[config.mk]
export PLATFORM = sky130hd
export DESIGN_NAME = axi_fifo_wr_bridge
export DESIGN_NICKNAME = d
export VERILOG_FILES = /design/src/rtl/axi_fifo_pkg.sv /design/src/rtl/axi_fifo_wr_bridge.sv
export SDC_FILE = /design/constraint.sdc
export NUM_CORES = 1
export LEC_CHECK = 0
export ABC_AREA = 1
export BUFFER_PORTS_ARGS = -buffer_cell sky130_fd_sc_hd__buf_4
export CELL_PAD_IN_SITES_DETAIL_PLACEMENT = 1
export CELL_PAD_IN_SITES_GLOBAL_PLACEMENT = 1
export CORE_MARGIN = 2
export CORE_UTILIZATION = 28
export CTS_CLUSTER_DIAMETER = 120
export DETAILED_ROUTE_END_ITERATION = 7
export PLACE_DENSITY_LB_ADDON = 0.3
export SYNTH_ARGS = -nofsm -noshare
export SYNTH_HDL_FRONTEND = slang
export SYNTH_SLANG_ARGS = --single-unit
[constraint.sdc]
create_clock -name clk -period 1.24 [get_ports clk]
set_input_delay 0.062 -clock clk [delete_from_list [all_inputs] [get_ports clk]]
set_output_delay 0.062 -clock clk [all_outputs]
set_load 0.01 [all_outputs]
[src/rtl/axi_fifo_pkg.sv]
// Shared types and constants for the AXI write-to-FIFO bridge.
package axi_fifo_pkg;

  typedef enum logic [1:0] {
    IDLE = 2'd0,
    DATA = 2'd1,
    RESP = 2'd2
  } state_e;

  localparam logic [1:0] OKAY   = 2'b00;
  localparam logic [1:0] SLVERR = 2'b10;

endpackage

[src/rtl/axi_fifo_wr_bridge.sv]
// AXI write slave that streams W beats into an external byte FIFO and returns a B response.
// Burst length mismatches against wlast are reported as SLVERR.
module axi_fifo_wr_bridge
  import axi_fifo_pkg::*;
#(
  parameter int unsigned DATA_W = 8,
  parameter int unsigned ID_W   = 4,
  parameter int unsigned ADDR_W = 32
) (
  input  logic              clk,
  input  logic              rst,
  input  logic              awvalid,
  output logic              awready,
  input  logic [ADDR_W-1:0] awaddr,
  input  logic [7:0]        awlen,
  input  logic [ID_W-1:0]   awid,
  input  logic              wvalid,
  output logic              wready,
  input  logic [DATA_W-1:0] wdata,
  input  logic              wlast,
  output logic              bvalid,
  input  logic              bready,
  output logic [ID_W-1:0]   bid,
  output logic [1:0]        bresp,
  output logic              wr_rd,
  output logic [DATA_W-1:0] D_in,
  input  logic              full,
  output logic [15:0]       beats_pushed
);

  state_e          state_q;
  logic [7:0]      cnt_q;
  logic [7:0]      len_q;
  logic [ID_W-1:0] id_q;
  logic            err_q;
  logic [15:0]     beats_q;

  logic push;
  logic final_beat;
  logic beat_err;
  logic unused_addr;

  // Address is accepted but the FIFO has no address space.
  assign unused_addr = ^awaddr;

  assign push       = (state_q == DATA) & wvalid & ~full & ~rst;
  assign final_beat = (cnt_q == len_q);
  assign beat_err   = final_beat ? ~wlast : wlast;

  always_ff @(posedge clk) begin
    if (rst) begin
      state_q <= IDLE;
      cnt_q   <= '0;
      len_q   <= '0;
      id_q    <= '0;
      err_q   <= 1'b0;
      beats_q <= '0;
    end else begin
      if (push) begin
        beats_q <= beats_q + 16'd1;
      end
      unique case (state_q)
        IDLE: begin
          if (awvalid) begin
            state_q <= DATA;
            id_q    <= awid;
            len_q   <= awlen;
            cnt_q   <= '0;
            err_q   <= 1'b0;
          end
        end
        DATA: begin
          if (push) begin
            cnt_q <= cnt_q + 8'd1;
            // Fold the final beat's check in here so RESP can read err_q alone.
            err_q <= err_q | beat_err;
            if (final_beat) begin
              state_q <= RESP;
            end
          end
        end
        RESP: begin
          if (bready) begin
            state_q <= IDLE;
          end
        end
        default: state_q <= IDLE;
      endcase
    end
  end

  always_comb begin
    awready      = (state_q == IDLE) & ~rst;
    wready       = (state_q == DATA) & ~full & ~rst;
    bvalid       = (state_q == RESP) & ~rst;
    bid          = bvalid ? id_q : '0;
    bresp        = (bvalid && err_q) ? SLVERR : OKAY;
    wr_rd        = push;
    D_in         = push ? wdata : '0;
    beats_pushed = beats_q;
  end

endmodule

==> results_dict.tcl, run 1 <==
set metrics [dict create \
    reg2reg_from "state_q[0]" \
    route.detailed.drc 0 \
    max_stage_delay_ns 0.34 \
    layout_commonest_cell "buf_4" \
    final_cell_mix "buf_4, nor2_1, inv_1" \
    max_cap_viol_count 0 \
    wl_um 6510 \
    antenna_found_initial 0 \
    crit_path_start "state_q[0]" \
    h-tree-depth 2 \
    io_pins 93 \
    critPathRequiredTime_ns 1.18 \
    dp_hpwl_um 4270 \
    synth_xor_area_share_pct 3.61 \
    firstDrtPassIters 4 \
    hold_buffers 0 \
    fin_ws_ns -0.193 \
    grt_setup_unrepaired "true" \
    postSynthAreaPerCell_um2 6.88 \
    vias 2216 \
    synth_compound_area_share_pct 14.1 \
    synth_cell_types 28 \
    first_global_vias 2102 \
    timing.final.crit_share_pct 116 \
    cp.buffers_inverters 4 \
    ir_worst_vdd_uv 479 \
    setup_tns_ns -4.81 \
    drive_above_1_share_pct 48.7 \
    finalSetupViolCount 52 \
    r2r_end "beats_pushed[15]" \
    syn_inst 282 \
    grt_pass1_wl_um 9880 \
    root_buffer "clkbuf_8" \
    yosys.area_share.simple_pct 29.7 \
    synth_mux_area_share_pct 0 \
    p_comb_share_pct 18.8 \
    path_depth 6 \
    grt-ovfl-total 0 \
    total_power_mw 3.01 \
    post-route-min-period_ns 1.43 \
    ys_ff_latch 39 \
    p_sw_mw 0.856 \
    hold_class "in -> reg" \
    p_per_area_nw_per_um2 926 \
    fmax_mhz 698 \
    cp_max_fo 2 \
    ys_seq_area_share_pct 40.2 \
    dr.first_iter.drc_count 56 \
    synth_top_family_by_area "simple AND/OR/NAND/NOR gates" \
    rows 30 \
    cts_tree "done" \
    clock_skew_ns 0.0120 \
    r2r_setup_slack_ns -0.16 \
    initial_utilization_pct 28.7 \
    crit_path_frequent_cell "buf_4" \
    switching_share_pct 28.4 \
    power_frac_clock_pct 37.1 \
    fin_hold_ws_ns -0.0108 \
    clk_latency_ns 0.31 \
    die_area_um2 7610 \
    dp_slack_ns -0.203 \
    critPathLaunchType "flop" \
    place.gp.congestion 0.815 \
    core_area_um2 6760 \
    ys.warnings.count 0 \
    portBuffers 59 \
    power.leakage_nw 1.44 \
    slowest_stage "dfxtp_2" \
    finalHoldViolCount 2 \
    cts_buffers 5 \
    final_core_util_pct 48.2 \
    final_cell_count_no_fill 466 \
    placed_cells 441 \
    diodes 0 \
    routedWlPerCell_um 14.0 \
    slew_violations 0 \
    ctsLongestPathBuffers 2 \
    viasPerCell 4.76 \
    cp_top_family "buffers and inverters" \
    internal-power_mw 2.16 \
    crit_end "awready" \
    synthAdderAreaFrac_pct 1.29 \
    die_h_um 87.3 \
    path_class "reg -> out" \
    track_usage_pct 16.6 \
    clock_sinks 39 \
    violations "negative hold slack, negative setup slack" \
    layout.nets 446 \
    r2r_cells 9 \
    arrival_ns 1.37 \
    syn_nets 343 \
    cts.reportedPaths.clkPinSlew_ns 0.09 \
    grt_max_degree 21 \
    die_x_um 87.3 \
    pwr-share-seq_pct 44.0 \
    synth_area_um2 1940 \
    crit_chain "buf_4, nor2_2, buf_4, inv_1, nor2_1, buf_4" \
    crit_path_end_kind "output pin" \
    syn2layout_area_growth_pct 67.8 \
    status "finished, violations left" \
    antenna_left 0 \
]
power groups by stage:
stage	Combinational (mW)	Sequential (mW)	Clock (mW)
global route	0.619	1.33	1.20
floorplan	0.227	1.35	0
global placement	0.399	1.36	0
detailed placement	0.409	1.36	0
CTS	0.478	1.33	1.14
finish	0.568	1.33	1.12
cells in the mapped netlist:
cell | n | area share [%]
nand2_1 | 40 | 7.7
nand2_4 | 1 | 0.58
buf_2 | 1 | 0.26
o22ai_1 | 1 | 0.32
nor2_1 | 57 | 11
nand4_1 | 1 | 0.32
a211oi_1 | 1 | 0.39
clkbuf_1 | 4 | 0.77
a21oi_1 | 25 | 6.4
nand4_2 | 1 | 0.64
buf_6 | 2 | 1.2
nor3b_1 | 3 | 1.2
nor3_1 | 4 | 1.0
xnor2_1 | 5 | 2.3
inv_1 | 42 | 8.1
buf_4 | 1 | 0.39
nor2_4 | 2 | 1.2
inv_2 | 1 | 0.19
conb_1 | 1 | 0.19
nand3_1 | 12 | 3.1
xor2_1 | 3 | 1.4
nand3_4 | 1 | 0.90
ha_1 | 2 | 1.3
nand3b_1 | 3 | 1.2
dfxtp_1 | 39 | 40
nor3_2 | 1 | 0.52
nor2_2 | 1 | 0.32
o21ai_0 | 27 | 7.0
routing by layer:
layer  vias up  GRT usage (%)  part of all wire [%]
li1       1093              -                     -
met1      1056           19.8                    43
met2        58           29.3                    51
met3         9           3.70                   4.7
met4         0           5.59                   1.6
met5         -              0                     0
area by class of cell:
cell class | count | area [um^2]
Clock buffer | 5 | 68.8
Clock inverter | 3 | 43.8
Fill cell | 824 | 3500
Inverter | 43 | 171
Multi-Input combinational cell | 192 | 1210
Sequential cell | 39 | 800
Tap cell | 80 | 100
Timing Repair Buffer | 104 | 860
worst min path at each step:
stage	depth (start not counted)	end	startpoint	slack (ns)
6_report	3	len_q[2]	awlen[2]	-0.01
5_1_grt	3	len_q[7]	awlen[7]	0.006
4_1_cts	3	len_q[2]	awlen[2]	0.01
3_5_place_dp	3	len_q[2]	awlen[2]	0.33
3_3_place_gp	3	len_q[2]	awlen[2]	0.32
2_1_floorplan	1	wready	full	0.17
tightest hold or removal path, delay by kind of cell:
kind,cells,cell delay (ns)
simple gates,1,0.07
buf+inv,1,0.08
compound gates,1,0.05
flip-flops by register name, summed over array words and instances, names as in the netlist:
name,cells
beats_pushed,16
cnt_q,8
len_q,8
id_q,4
state_q,2
err_q,1
per-stage QoR:
stage,hold slack (ns),instance area (um^2)
floorplan,0.172,1950
global placement,0.322,2660
detailed placement,0.333,2660
CTS,0.0105,3030
global route,0.00559,3260
finish,-0.0108,3260
kinds of logic (layout without fill, tap and decap cells):
group / after synthesis / count (layout)
xor+xnor: 8 / 8
buf+inv: 51 / 155
simple gates: 127 / 127
flops: 39 / 39
fa+ha+maj: 2 / 2
compound gates: 54 / 54
other cells: 1 / 1
repair_timing:
action                     4_1_cts  5_1_grt
pin swaps                       12       18
gates resized for setup         56       62
setup endpoints to repair       42       56
setup buffers                   12        6
(Power assumes the default switching activity.)
==> run 2: changes to the inputs <==
--- a/config.mk
+++ b/config.mk
@@ -13,7 +13,8 @@
 export CORE_UTILIZATION = 28
 export CTS_CLUSTER_DIAMETER = 120
 export DETAILED_ROUTE_END_ITERATION = 7
-export PLACE_DENSITY_LB_ADDON = 0.3
+export GPL_TIMING_DRIVEN = 0
+export PLACE_DENSITY_LB_ADDON = 0.1
 export SYNTH_ARGS = -nofsm -noshare
 export SYNTH_HDL_FRONTEND = slang
 export SYNTH_SLANG_ARGS = --single-unit
==> results_dict.tcl, run 2 (synthesis results as in run 1) <==
set metrics [dict create \
    rows 30 \
    slew_violations 0 \
    fmax_mhz 693 \
    timing.final.crit_share_pct 116 \
    drive_above_1_share_pct 42.3 \
    route.detailed.drc 0 \
    slew_headroom_pct 58.1 \
    cts_tree "done" \
    path_class "reg -> out" \
    diodes 0 \
    cp.buffers_inverters 4 \
    r2r_setup_slack_ns -0.17 \
    clock_sinks 39 \
    dr.first_iter.drc_count 47 \
    die_h_um 87.3 \
    cp_max_fo 5 \
    die_area_um2 7610 \
    grt_setup_unrepaired "true" \
    fin_hold_ws_ns 0.0159 \
    dp_hpwl_um 4210 \
    grt_max_degree 13 \
    firstDrtPassIters 3 \
    layout_commonest_cell "buf_4" \
    crit_path_end_kind "output pin" \
    hold_buffers 0 \
    grt-ovfl-total 0 \
    cp_top_family "buffers and inverters" \
    antenna_left 0 \
    largest_reg_flops 16 \
    vias 2079 \
    arrival_ns 1.38 \
    finalHoldViolCount 0 \
    ir_worst_vdd_uv 368 \
    viasPerCell 4.63 \
    first_global_vias 2063 \
    track_usage_pct 16.3 \
    io_pins 93 \
    power.leakage_nw 1.31 \
    post-route-min-period_ns 1.44 \
    placed_cells 421 \
    worst_slew_pin_slew_ns 0.628 \
    max_cap_viol_count 0 \
    cts.reportedPaths.clkPinSlew_ns 0.08 \
    place.gp.congestion 0.761 \
    clk_latency_ns 0.30 \
    status "finished, violations left" \
    h-tree-depth 2 \
    crit_path_frequent_cell "buf_8" \
    p_per_area_nw_per_um2 955 \
    syn2layout_area_growth_pct 58.9 \
    antenna_found_initial 0 \
    routedWlPerCell_um 14.1 \
    crit_chain "inv_2, nor2_4, nand3_4, buf_8, buf_8, nor2_2, buf_4" \
    final_cell_mix "buf_4, inv_1, nor2_1, nand2_1, dfxtp_1" \
    final_core_util_pct 45.6 \
    die_x_um 87.3 \
    grt_pass1_wl_um 9730 \
    cts_buffers 5 \
    final_cell_count_no_fill 449 \
    finalSetupViolCount 38 \
    wl_um 6330 \
    slowest_stage "dfxtp_2" \
    critPathRequiredTime_ns 1.18 \
    critPathLaunchType "flop" \
    core_area_um2 6760 \
    initial_utilization_pct 28.7 \
    fin_ws_ns -0.202 \
    root_buffer "clkbuf_8" \
    hold_class "in -> reg" \
    violations "negative setup slack" \
    max_stage_delay_ns 0.35 \
    layout.nets 429 \
    clock_skew_ns 0.00524 \
    ctsLongestPathBuffers 2 \
    portBuffers 59 \
]
## run 2: cell count changes in the layout (fill, tap and decap cells not counted), moves of 4 or more
cell	before	now
dfxtp_4	2	6
dfxtp_2	9	5
nand2_1	32	36
o21ai_0	11	15
buf_6	19	5
buf_4	84	71
o21ai_1	13	7
## run 2: final cells by class
class                      instances  area (um^2)
buffer                             8         67.6
clock buffer                       6         82.6
clock inverter                     2         35.0
fill                             841         3670
inverter                          43          171
multi-input combinational        192         1150
sequential                        39          810
tap                               80          100
timing repair buffer              79          664
## run 2: per-layer routing
metal | up-vias | global-route usage [%] | share of wire (%)
li1 | 1061 | - | -
met1 | 959 | 21.0 | 44
met2 | 50 | 27.3 | 50
met3 | 9 | 3.70 | 4.5
met4 | 0 | 4.20 | 1.3
met5 | - | 0 | 0
## run 2: metrics by stage
stage / setup WS (ns) / setup TNS [ns] / power, mW / area (um^2)
after floorplan: -0.0129 / -0.0129 / 1.58 / 1950
after global placement: -0.215 / -4.89 / 1.73 / 2490
after detailed placement: -0.212 / -5.34 / 1.74 / 2490
after CTS: -0.181 / -3.72 / 2.93 / 2860
after global routing: -0.282 / -8.69 / 3.09 / 3080
final: -0.202 / -4.35 / 2.94 / 3080
## run 2: worst register-to-register path: cells and delay by family (launching register included)
family / cells / cell delay [ns]
flip-flops: 1 / 0.35
AO/OA/AOI/OAI: 1 / 0.12
buffers and inverters: 3 / 0.32
AND/OR/NAND/NOR: 5 / 0.53
## run 2: report_power, final
group	internal (mW)	switching, mW	leakage (nW)
Combinational	0.213	0.275	0.928
Clock	0.652	0.487	0.0612
Sequential	1.29	0.0278	0.325
Total	2.15	0.790	1.31
## run 2: path summary, 6_finish.rpt
kind,cells after the start,from,end
worst min register to register,2,beats_pushed[14],beats_pushed[14]
worst min-delay path,3,awlen[6],len_q[6]
worst max-delay path,7,state_q[0],D_in[0]
worst max register to register,9,state_q[0],cnt_q[5]
## run 2: what timing repair did
item                       CTS  global route
pin swaps                   15            14
setup endpoints to repair   50            56
gates resized for setup     50            48
setup buffers               14             6
gates cloned                 1             1
